--- config.mk ---
export PLATFORM = sky130hd
export DESIGN_NAME = mem_arbiter
export DESIGN_NICKNAME = d
export VERILOG_FILES = /design/src/rtl/mem_arbiter.sv
export SDC_FILE = /design/constraint.sdc
export NUM_CORES = 1
export LEC_CHECK = 0
export CAP_MARGIN = 10
export CORE_ASPECT_RATIO = 2
export CORE_MARGIN = 5
export CORE_UTILIZATION = 46
export DETAILED_ROUTE_END_ITERATION = 10
export HOLD_SLACK_MARGIN = 0.15
export PLACE_DENSITY = 0.93
export SLEW_MARGIN = 20
export SYNTH_ARGS = -nofsm -noshare
export SYNTH_HDL_FRONTEND = slang
export SYNTH_SLANG_ARGS = --single-unit
--- constraint.sdc ---
create_clock -name clk -period 4.8 [get_ports clk]
set_input_delay 0.96 -clock clk [delete_from_list [all_inputs] [get_ports clk]]
set_output_delay 0.96 -clock clk [all_outputs]
set_load 0.01 [all_outputs]
--- src/rtl/mem_arbiter.sv ---
// Single-port RAM arbiter between instruction fetch and load/store, one access per 3 cycles.
// Optional fetch anti-starvation counter enabled by defining ARB_FAIR_EN.
module mem_arbiter #(
  parameter int unsigned ADDR_W     = 16,
  parameter int unsigned DATA_W     = 32,
  parameter int unsigned STARVE_MAX = 4
) (
  input  logic              clk,
  input  logic              reset_n,
  input  logic              if_req,
  input  logic [ADDR_W-1:0] if_addr,
  output logic [DATA_W-1:0] if_rdata,
  output logic              if_valid,
  input  logic              ls_req,
  input  logic              ls_rw,
  input  logic [ADDR_W-1:0] ls_addr,
  input  logic [DATA_W-1:0] ls_wdata,
  output logic [DATA_W-1:0] ls_rdata,
  output logic              ls_valid,
  output logic              ram_en,
  output logic              ram_rw,
  output logic [ADDR_W-1:0] ram_addr,
  output logic [DATA_W-1:0] ram_wdata,
  input  logic [DATA_W-1:0] ram_rdata,
  output logic              busy
);

  typedef enum logic [1:0] {StIdle, StAccess, StResp} state_e;

  state_e              state_q, state_d;
  logic                src_fetch_q;
  logic                rw_q;
  logic [ADDR_W-1:0]   addr_q;
  logic [DATA_W-1:0]   wdata_q;
  logic [DATA_W-1:0]   if_rdata_q;
  logic [DATA_W-1:0]   ls_rdata_q;
  logic                any_req;
  logic                grant_fetch;
  logic                arb_en;
  logic                resp_rd;

  assign any_req = if_req | ls_req;
  assign arb_en  = (state_q == StIdle) && any_req;

`ifdef ARB_FAIR_EN
  logic [2:0] starve_q;
  logic       fetch_boost;

  assign fetch_boost = (starve_q == 3'(STARVE_MAX));
  assign grant_fetch = if_req && (!ls_req || fetch_boost);

  // Counts data grants that overtook a waiting fetch; saturates at 7.
  always_ff @(posedge clk or negedge reset_n) begin
    if (!reset_n) begin
      starve_q <= 3'd0;
    end else if (!if_req) begin
      starve_q <= 3'd0;
    end else if (arb_en) begin
      if (grant_fetch) begin
        starve_q <= 3'd0;
      end else if (starve_q != 3'd7) begin
        starve_q <= starve_q + 3'd1;
      end
    end
  end
`else
  logic unused_starve_max;

  // Keeps the parameter referenced in the fixed-priority build.
  assign unused_starve_max = ^STARVE_MAX;
  assign grant_fetch       = if_req && !ls_req;
`endif

  always_comb begin
    state_d = state_q;
    case (state_q)
      StIdle:   if (any_req) state_d = StAccess;
      StAccess: state_d = StResp;
      StResp:   state_d = StIdle;
      default:  state_d = StIdle;
    endcase
  end

  always_ff @(posedge clk or negedge reset_n) begin
    if (!reset_n) begin
      state_q <= StIdle;
    end else begin
      state_q <= state_d;
    end
  end

  // Winner's operands are frozen here; requester inputs are ignored until the next IDLE.
  always_ff @(posedge clk or negedge reset_n) begin
    if (!reset_n) begin
      src_fetch_q <= 1'b0;
      rw_q        <= 1'b1;
      addr_q      <= '0;
      wdata_q     <= '0;
    end else if (arb_en) begin
      src_fetch_q <= grant_fetch;
      rw_q        <= grant_fetch | ls_rw;
      addr_q      <= grant_fetch ? if_addr : ls_addr;
      wdata_q     <= grant_fetch ? '0 : ls_wdata;
    end
  end

  assign resp_rd = (state_q == StResp) && rw_q;

  always_ff @(posedge clk or negedge reset_n) begin
    if (!reset_n) begin
      if_rdata_q <= '0;
      ls_rdata_q <= '0;
    end else if (resp_rd) begin
      if (src_fetch_q) begin
        if_rdata_q <= ram_rdata;
      end else begin
        ls_rdata_q <= ram_rdata;
      end
    end
  end

  // RAM data arrives in RESP; forward it so rdata is valid alongside the valid pulse,
  // then the hold register keeps it until the next read for that requester.
  assign if_rdata  = (resp_rd && src_fetch_q) ? ram_rdata : if_rdata_q;
  assign ls_rdata  = (resp_rd && !src_fetch_q) ? ram_rdata : ls_rdata_q;
  assign if_valid  = (state_q == StResp) && src_fetch_q;
  assign ls_valid  = (state_q == StResp) && !src_fetch_q;

  assign ram_en    = (state_q == StAccess);
  assign ram_rw    = rw_q;
  assign ram_addr  = addr_q;
  assign ram_wdata = wdata_q;
  assign busy      = (state_q != StIdle);

endmodule

-- Word level (Yosys, flattened, before mapping)
Cells that the tools add are included.
- memory bits (read-only): 0
- memory bits (writable): 0
- memories kept: 0
- bits in latches: 0
- output and inout port bits: 117
- logic and storage cells: 32
- bits in registers: 116
- input bits: 101
- shift-type cells: 0
- mux-type cells: 6
- bitwise operators: 3
- add/subtract/negate cells: 0
- $lt $le $gt $ge: 0
- $mul: 0
- div/mod/pow operators: 0
- reduce and logical (&&, ||, !) cells: 13
- equality and inequality tests: 3
- operators by type and width (kind ; count):
    2-to-1 mux 32 bit ; 3
    2-to-1 mux 16 bit ; 1
    logical AND 1 bit ; 7
    case mux 2 bit (2 select lines) ; 1
    AND reduction 2 bit ; 2
    equality test 2 x 1 -> 1 bit, second input constant ; 1
    equality test 2 bit, second input constant ; 1
    logical NOT 1 bit ; 2
    logical NOT 2 bit ; 1
    2-to-1 mux 2 bit ; 1
    inequality test 2 bit, second input constant ; 1
    bitwise OR 1 bit ; 2
    nonzero test 2 bit ; 1
    inverter 1 bit ; 1

-- Longest topological paths before layout
Gate-level depths: netlist of run 1.
- depth after elaboration: 4
- gate-level depth with buffers: 6
- depth with buffers taken out: 4

-- Worst setup path before layout of run 1
No wires, ideal clock.
- path type: register to output
- start: register state_q[0]
- end: output ls_rdata[10]
- path buffers: 3
- stages on the path, launching flop included: 7
- data required time: 3.840 ns
- setup slack: 2.317 ns
- arrival time: 1.523 ns
- path through: dfrtp_1 -> nor3b_2 -> and2_4 -> buf_6 -> buf_12 -> buf_12 -> mux2_4
- cells in the longest elaborated chain, start to end: 4
- ends and longest elaborated chain (what ; RTL line ; source):
    start: declaration ; 30 ; state_e state_q, state_d;
    start signal: assignment ; 86 ; state_q <= StIdle;
    start signal: assignment ; 88 ; state_q <= state_d;
    equality test 2 bit ; 107 ; assign resp_rd = (state_q == StResp) && rw_q;
    logical AND 1 bit ; 107 ;
    logical AND 1 bit ; 125 ; assign ls_rdata = (resp_rd && !src_fetch_q) ? ram_rdata : ls_rdata_q;
    2-to-1 mux 32 bit ; 125 ;
    end: declaration ; 18 ; output logic [DATA_W-1:0] ls_rdata,
Every way passes these cells.

-- Final worst setup path of run 1
- start: register state_q[0]
- end: output ls_rdata[29]
Same word-level chain as after synthesis.

==> results of run 1 <==
==> stage by stage <==
stage	utilization	instances	total power, W
after global placement	0.663	651	0.00438
after detailed placement	0.664	651	0.00448
after CTS	0.721	683	0.00582
after global routing	0.721	683	0.00606
after floorplan	-	313	0.00308
final	0.721	684	0.00575
==> per-layer routing <==
layer	up-vias	routed length [um]	global-route usage
met5	-	0	0
met4	0	416	0.100
met3	25	995	0.0718
met2	163	7070	0.355
met1	1707	4380	0.200
li1	1575	-	-
==> placed cells by master (no fill, tap or decap) <==
cell             instances
clkinv_4                 3
mux2_2                 108
bufinv_16                3
clkinv_2                 2
and2b_1                  2
o21ai_4                  1
inv_2                    1
and3b_1                  1
diode_2                  1
nand2_2                  1
clkdlybuf4s50_1        216
clkbuf_8                 3
clkinvlp_4               2
a21oi_1                  1
dfrtp_1                115
a22o_1                  32
buf_4                    3
nor2b_1                  1
inv_1                    2
nor2_1                   2
nor3b_2                  1
clkbuf_16               17
and2_2                   1
a2bb2oi_1                1
mux2_4                  20
clkbuf_1                 1
dfstp_2                  1
inv_6                    1
and2_4                   1
==> power by group <==
part	switching, W	internal, W	total (W)
logic	0.00103	0.00169	0.00272
registers	0.000238	0.00148	0.00172
clock network	0.000446	0.000860	0.00131
total	0.00172	0.00403	0.00575
==> state kept, by name, summed over array words and instances (netlist names) <==
register,flops
ram_rw,1
ls_rdata_q,32
ram_wdata,32
ram_addr,16
state_q,2
src_fetch_q,1
if_rdata_q,32
==> worst max-delay path: cells and delay by family, from the launching register on <==
family                 cells  cell delay [ps]
and+or+nand+nor            2              920
buffers and inverters      1              480
DFF                        1              410
muxes                      1              430
==> worst min-delay path by stage <==
stage                                end  slack (ps)  cells past startpoint
final                      if_rdata_q[7]         490                      1
after global routing       if_rdata_q[7]         500                      1
after CTS                  if_rdata_q[2]         500                      1
after detailed placement   if_rdata_q[8]         480                      1
after global placement    if_rdata_q[16]         480                      1
after floorplan           if_rdata_q[26]         470                      1
==> cell families (layout without fill, tap and decap cells) <==
kind of cell / Yosys count / count (layout) / synth area share
AOI/OAI and AO/OA: 35 / 35 / 0.0606
buffers and inverters: 24 / 254 / 0.0403
DFF: 116 / 116 / 0.582
muxes: 128 / 128 / 0.304
other: 0 / 1 / 0
and+or+nand+nor: 10 / 10 / 0.0138
==> final cells by class <==
cell class / instances / area share
clock inverters: 11 / 0.0193
flip-flops and latches: 116 / 0.372
inverters: 3 / 0.00144
clock buffers: 21 / 0.0603
multi-input cells: 173 / 0.244
repair buffers: 219 / 0.280
well taps: 140 / 0.0225
diodes: 1 / 0.000321
==> impl_metrics.ini, run 1 <==
[setup_path]
crit_start = state_q[0]
cpMaxStageDelayCell = and2_4
setup.worst_path.end = ls_rdata[29]
crit_chain = nor3b_2 > and2_4 > mux2_2 > clkdlybuf4s50_1
r2r_start = state_q[0]
cpPeakStageDelay_ps = 700
cp-start-kind = register
rrSetupSlack_ps = 2850
critical_path.endpoint_type = output pin
path_max_fanout = 58
reg2reg_depth = 3
r2r_end = ls_rdata_q[29]
required_ps = 3840
worstSetupPathType = reg2out
critPathArrivalTime_ps = 2710

[cts]
cts_hold_buf = 0
ctsRootBufferMaster = clkbuf_16
clock_latency_ps = 400
cts_buffer_depth = 2
cts_made_buffers = 17
path_clk_slew_ps = 50
clock-sinks = 116
htree_levels = 4
postCtsSetupRepairBufs = 0
tritoncts = yes
cts_resized = 0

[floorplan]
die_area_sq_um = 13200
row_count = 54
die_x_um = 83.7
start_util = 0.462
core_area_sq_um = 10800
io_pins = 218
die_h_um = 157

[yosys]
ys_ff_latch = 116
synthFlopType = dfrtp_1
syn_nets = 414
ys_types = 23
synth_area_leaders = dfrtp_1 (58%), mux2_2 (24%), mux2_4 (6.0%)
netlist.area_leader.share = 0.576
netlist_area_sq_um = 4990
yosys.cell_count.top_type = dfrtp_1
synth_largest_area_cell = dfrtp_1
synth_edf_count = 0
synthArstFlopShare = 1.00
synth_common_cells = dfrtp_1 (115), mux2_2 (108), a22o_1 (32), mux2_4 (20)
avgSynthCellArea_sq_um = 16.0
yosysWarnings = 0
syn_inst = 313
ys_seq_area_frac = 0.582

[placed_design]
io_buffers = 217
pre_cts_slack_ps = 1530
placed_area_sq_um = 7170
globalplace.congestion = 0.788
hpwl_um = 9400

[routing]
wl_per_cell_um = 18.8
ant_nets = 0
drt-initial-drc-count = 108
drt_wl_total_um = 12900
drt-vias-per-instance = 5.07
vias = 3470
drc = 0
first_pass_iters = 5

[sta]
setup-tns-final_ps = 0
finalCriticalPeriod_ps = 3670
min_period_over_period = 0.764
timing.slew.headroom = 0.356
timing.final.ws_setup_ps = 1130
clock.fmax_ghz = 0.273
finalSetupViolations = 0
rsz0062_at_grt = false
drv_slew = 0
whs_ps = 490
fin_skew_ps = 10.1
max_slew.worst_pin.slew_ps = 966
hold_viol = 0

[power]
leakage_nw = 3.29
max-vdd-ir-drop_v = 0.000460
power_density_nw_per_um2 = 738

[global_routing]
grt_usage = 0.198
grt_start_max_net_pins = 78
antenna_found_initial = 0
grt_pass1_vias = 3914
globalRoute.totalOverflow = 0
grt_pass1_wl_um = 20400

[finish]
seqCellArea_sq_um = 2900
final_area_sq_um = 7800
area_delta_synth_final_pct = 56.2
drive_above_1_share = 0.311
multi_input_area_sq_um = 1900
num-fill-cells = 691
fin_nets = 631

[min_path]
hold_class = reg2reg
min_from = if_rdata_q[7]

[run_status]
outcome = finished clean

[job]
maxCapViolations = 0
No activity file was read; power rests on OpenSTA's default activity.
==> run 2, diff against run 1 <==
Settings changed: CORE_UTILIZATION 46 to 38, PLACE_DENSITY 0.93 to 0.82.
Clock period 4.8 ns to 3.1 ns, I/O delays scaled along.
==> run 2 against run 1 <==
- total power grew 52%
- worst hold slack lost 310 ps
- via count shrank 0.61%
- largest power group unchanged
==> impl_metrics.ini, run 2 (synthesis gave the netlist of run 1 again) <==
[sta]
setup-tns-final_ps = 0
fin_skew_ps = 9.18
hold_viol = 0
timing.slew.headroom = 0.444
rsz0062_at_grt = false
clock.fmax_ghz = 0.337
drv_slew = 0
max_slew.worst_pin.slew_ps = 831
finalSetupViolations = 0
finalCriticalPeriod_ps = 2970
min_period_over_period = 0.957

[global_routing]
antenna_found_initial = 0
grt_pass1_vias = 3959
grt_pass1_wl_um = 20800
grt_start_max_net_pins = 50
globalRoute.totalOverflow = 0
grt_usage = 0.169

[finish]
drive_above_1_share = 0.323
final_area_sq_um = 7890
layout_common_cells = clkdlybuf4s50_1 (216), dfrtp_1 (115), mux2_2 (108)
antenna_cells = 0
area_delta_synth_final_pct = 57.9
layout_commonest_cell = clkdlybuf4s50_1
fin_nets = 642

[cts]
tritoncts = yes
path_clk_slew_ps = 60
htree_levels = 4
cts_hold_buf = 0
clock_latency_ps = 390
cts_made_buffers = 17
clock-sinks = 116
cts_buffer_depth = 2
ctsRootBufferMaster = clkbuf_16

[routing]
drt_wl_total_um = 13300
drc = 0
drt-initial-drc-count = 47
first_pass_iters = 4
vias = 3449
drt-vias-per-instance = 4.89
ant_nets = 0
wl_per_cell_um = 18.9

[floorplan]
start_util = 0.384
io_pins = 218
die_x_um = 91.1
die_area_sq_um = 15700
row_count = 59
die_h_um = 172
core_area_sq_um = 13000

[run_status]
outcome = finished clean

[power]
p_comb_frac = 0.496
pwr-share-clk = 0.200
switching_share = 0.310
power_density_nw_per_um2 = 1110
internal-power_w = 0.00603
leakage_nw = 3.33
seq_power_share = 0.305
max-vdd-ir-drop_v = 0.000679
power.switching_w = 0.00271

[placed_design]
io_buffers = 217
hpwl_um = 9830
placed_area_sq_um = 7270
globalplace.congestion = 0.783

[setup_path]
path_max_fanout = 12
worstSetupPathType = reg2out
crit_chain = nor3b_2 > and2_4 > buf_16 > mux2_2 > clkdlybuf4s50_1
critPathArrivalTime_ps = 2350
cp-start-kind = register
path_delay_family = buffers and inverters
critical_path.endpoint_type = output pin
required_ps = 2480
crit_buf_inv = 2
cpPeakStageDelay_ps = 500
cpMaxStageDelayCell = clkdlybuf4s50_1

[min_path]
hold_class = in2async

[job]
maxCapViolations = 0
## run 2: final cells by class
type                    count  area, sq um
fillers                  1027         5110
flip-flops and latches    116         2900
repair buffers            230         2350
multi-input cells         173         1900
clock buffers              18          429
well taps                 152          190
clock inverters            14          103
inverters                   3         11.3
## run 2: power groups by stage
stage | registers [W] | logic, W | clock network, W
after floorplan | 0.00274 | 0.00202 | 0
after global placement | 0.00264 | 0.00422 | 0
after detailed placement | 0.00267 | 0.00433 | 0
after CTS | 0.00267 | 0.00438 | 0.00179
after global routing | 0.00276 | 0.00461 | 0.00186
final | 0.00266 | 0.00433 | 0.00174
## run 2: repair_timing
item / 4_1_cts / 5_1_grt
pin swaps: 0 / 1
setup buffers: 0 / 3
cloned: 1 / 1
setup endpoints to repair: 22 / 25
resized for setup: 2 / 0
## run 2: stage by stage
step / power (W) / util / cells / setup slack, ps / hold WS [ps]
6_report: 0.00874 / 0.607 / 706 / 132 / 176
4_1_cts: 0.00884 / 0.603 / 702 / -30.3 / 179
3_5_place_dp: 0.00700 / 0.560 / 669 / 362 / 481
5_1_grt: 0.00923 / 0.607 / 706 / 17.5 / 199
2_1_floorplan: 0.00476 / - / 313 / 957 / 324
3_3_place_gp: 0.00686 / 0.559 / 669 / 111 / 478
## run 2: metal layers
layer	track usage	share of wire	vias up	routed length, um
met1	0.164	0.33	1684	4440
met5	0	0	-	0
met2	0.321	0.57	144	7570
li1	-	-	1598	-
met3	0.0544	0.067	23	892
met4	0.0715	0.031	0	417
## run 2: final timing paths
check                         startpoint              to  slack [ps]  depth (start not counted)
max                           state_q[0]    ls_rdata[28]         130                          5
min                              reset_n  ls_rdata_q[24]         180                          1
max reg2reg                   state_q[0]     ram_addr[2]        1190                          4
min reg2reg                if_rdata_q[7]   if_rdata_q[7]         490                          1
max in group asynchronous        reset_n          ram_rw        2080                          2
min in group clk           if_rdata_q[7]   if_rdata_q[7]         490                          1
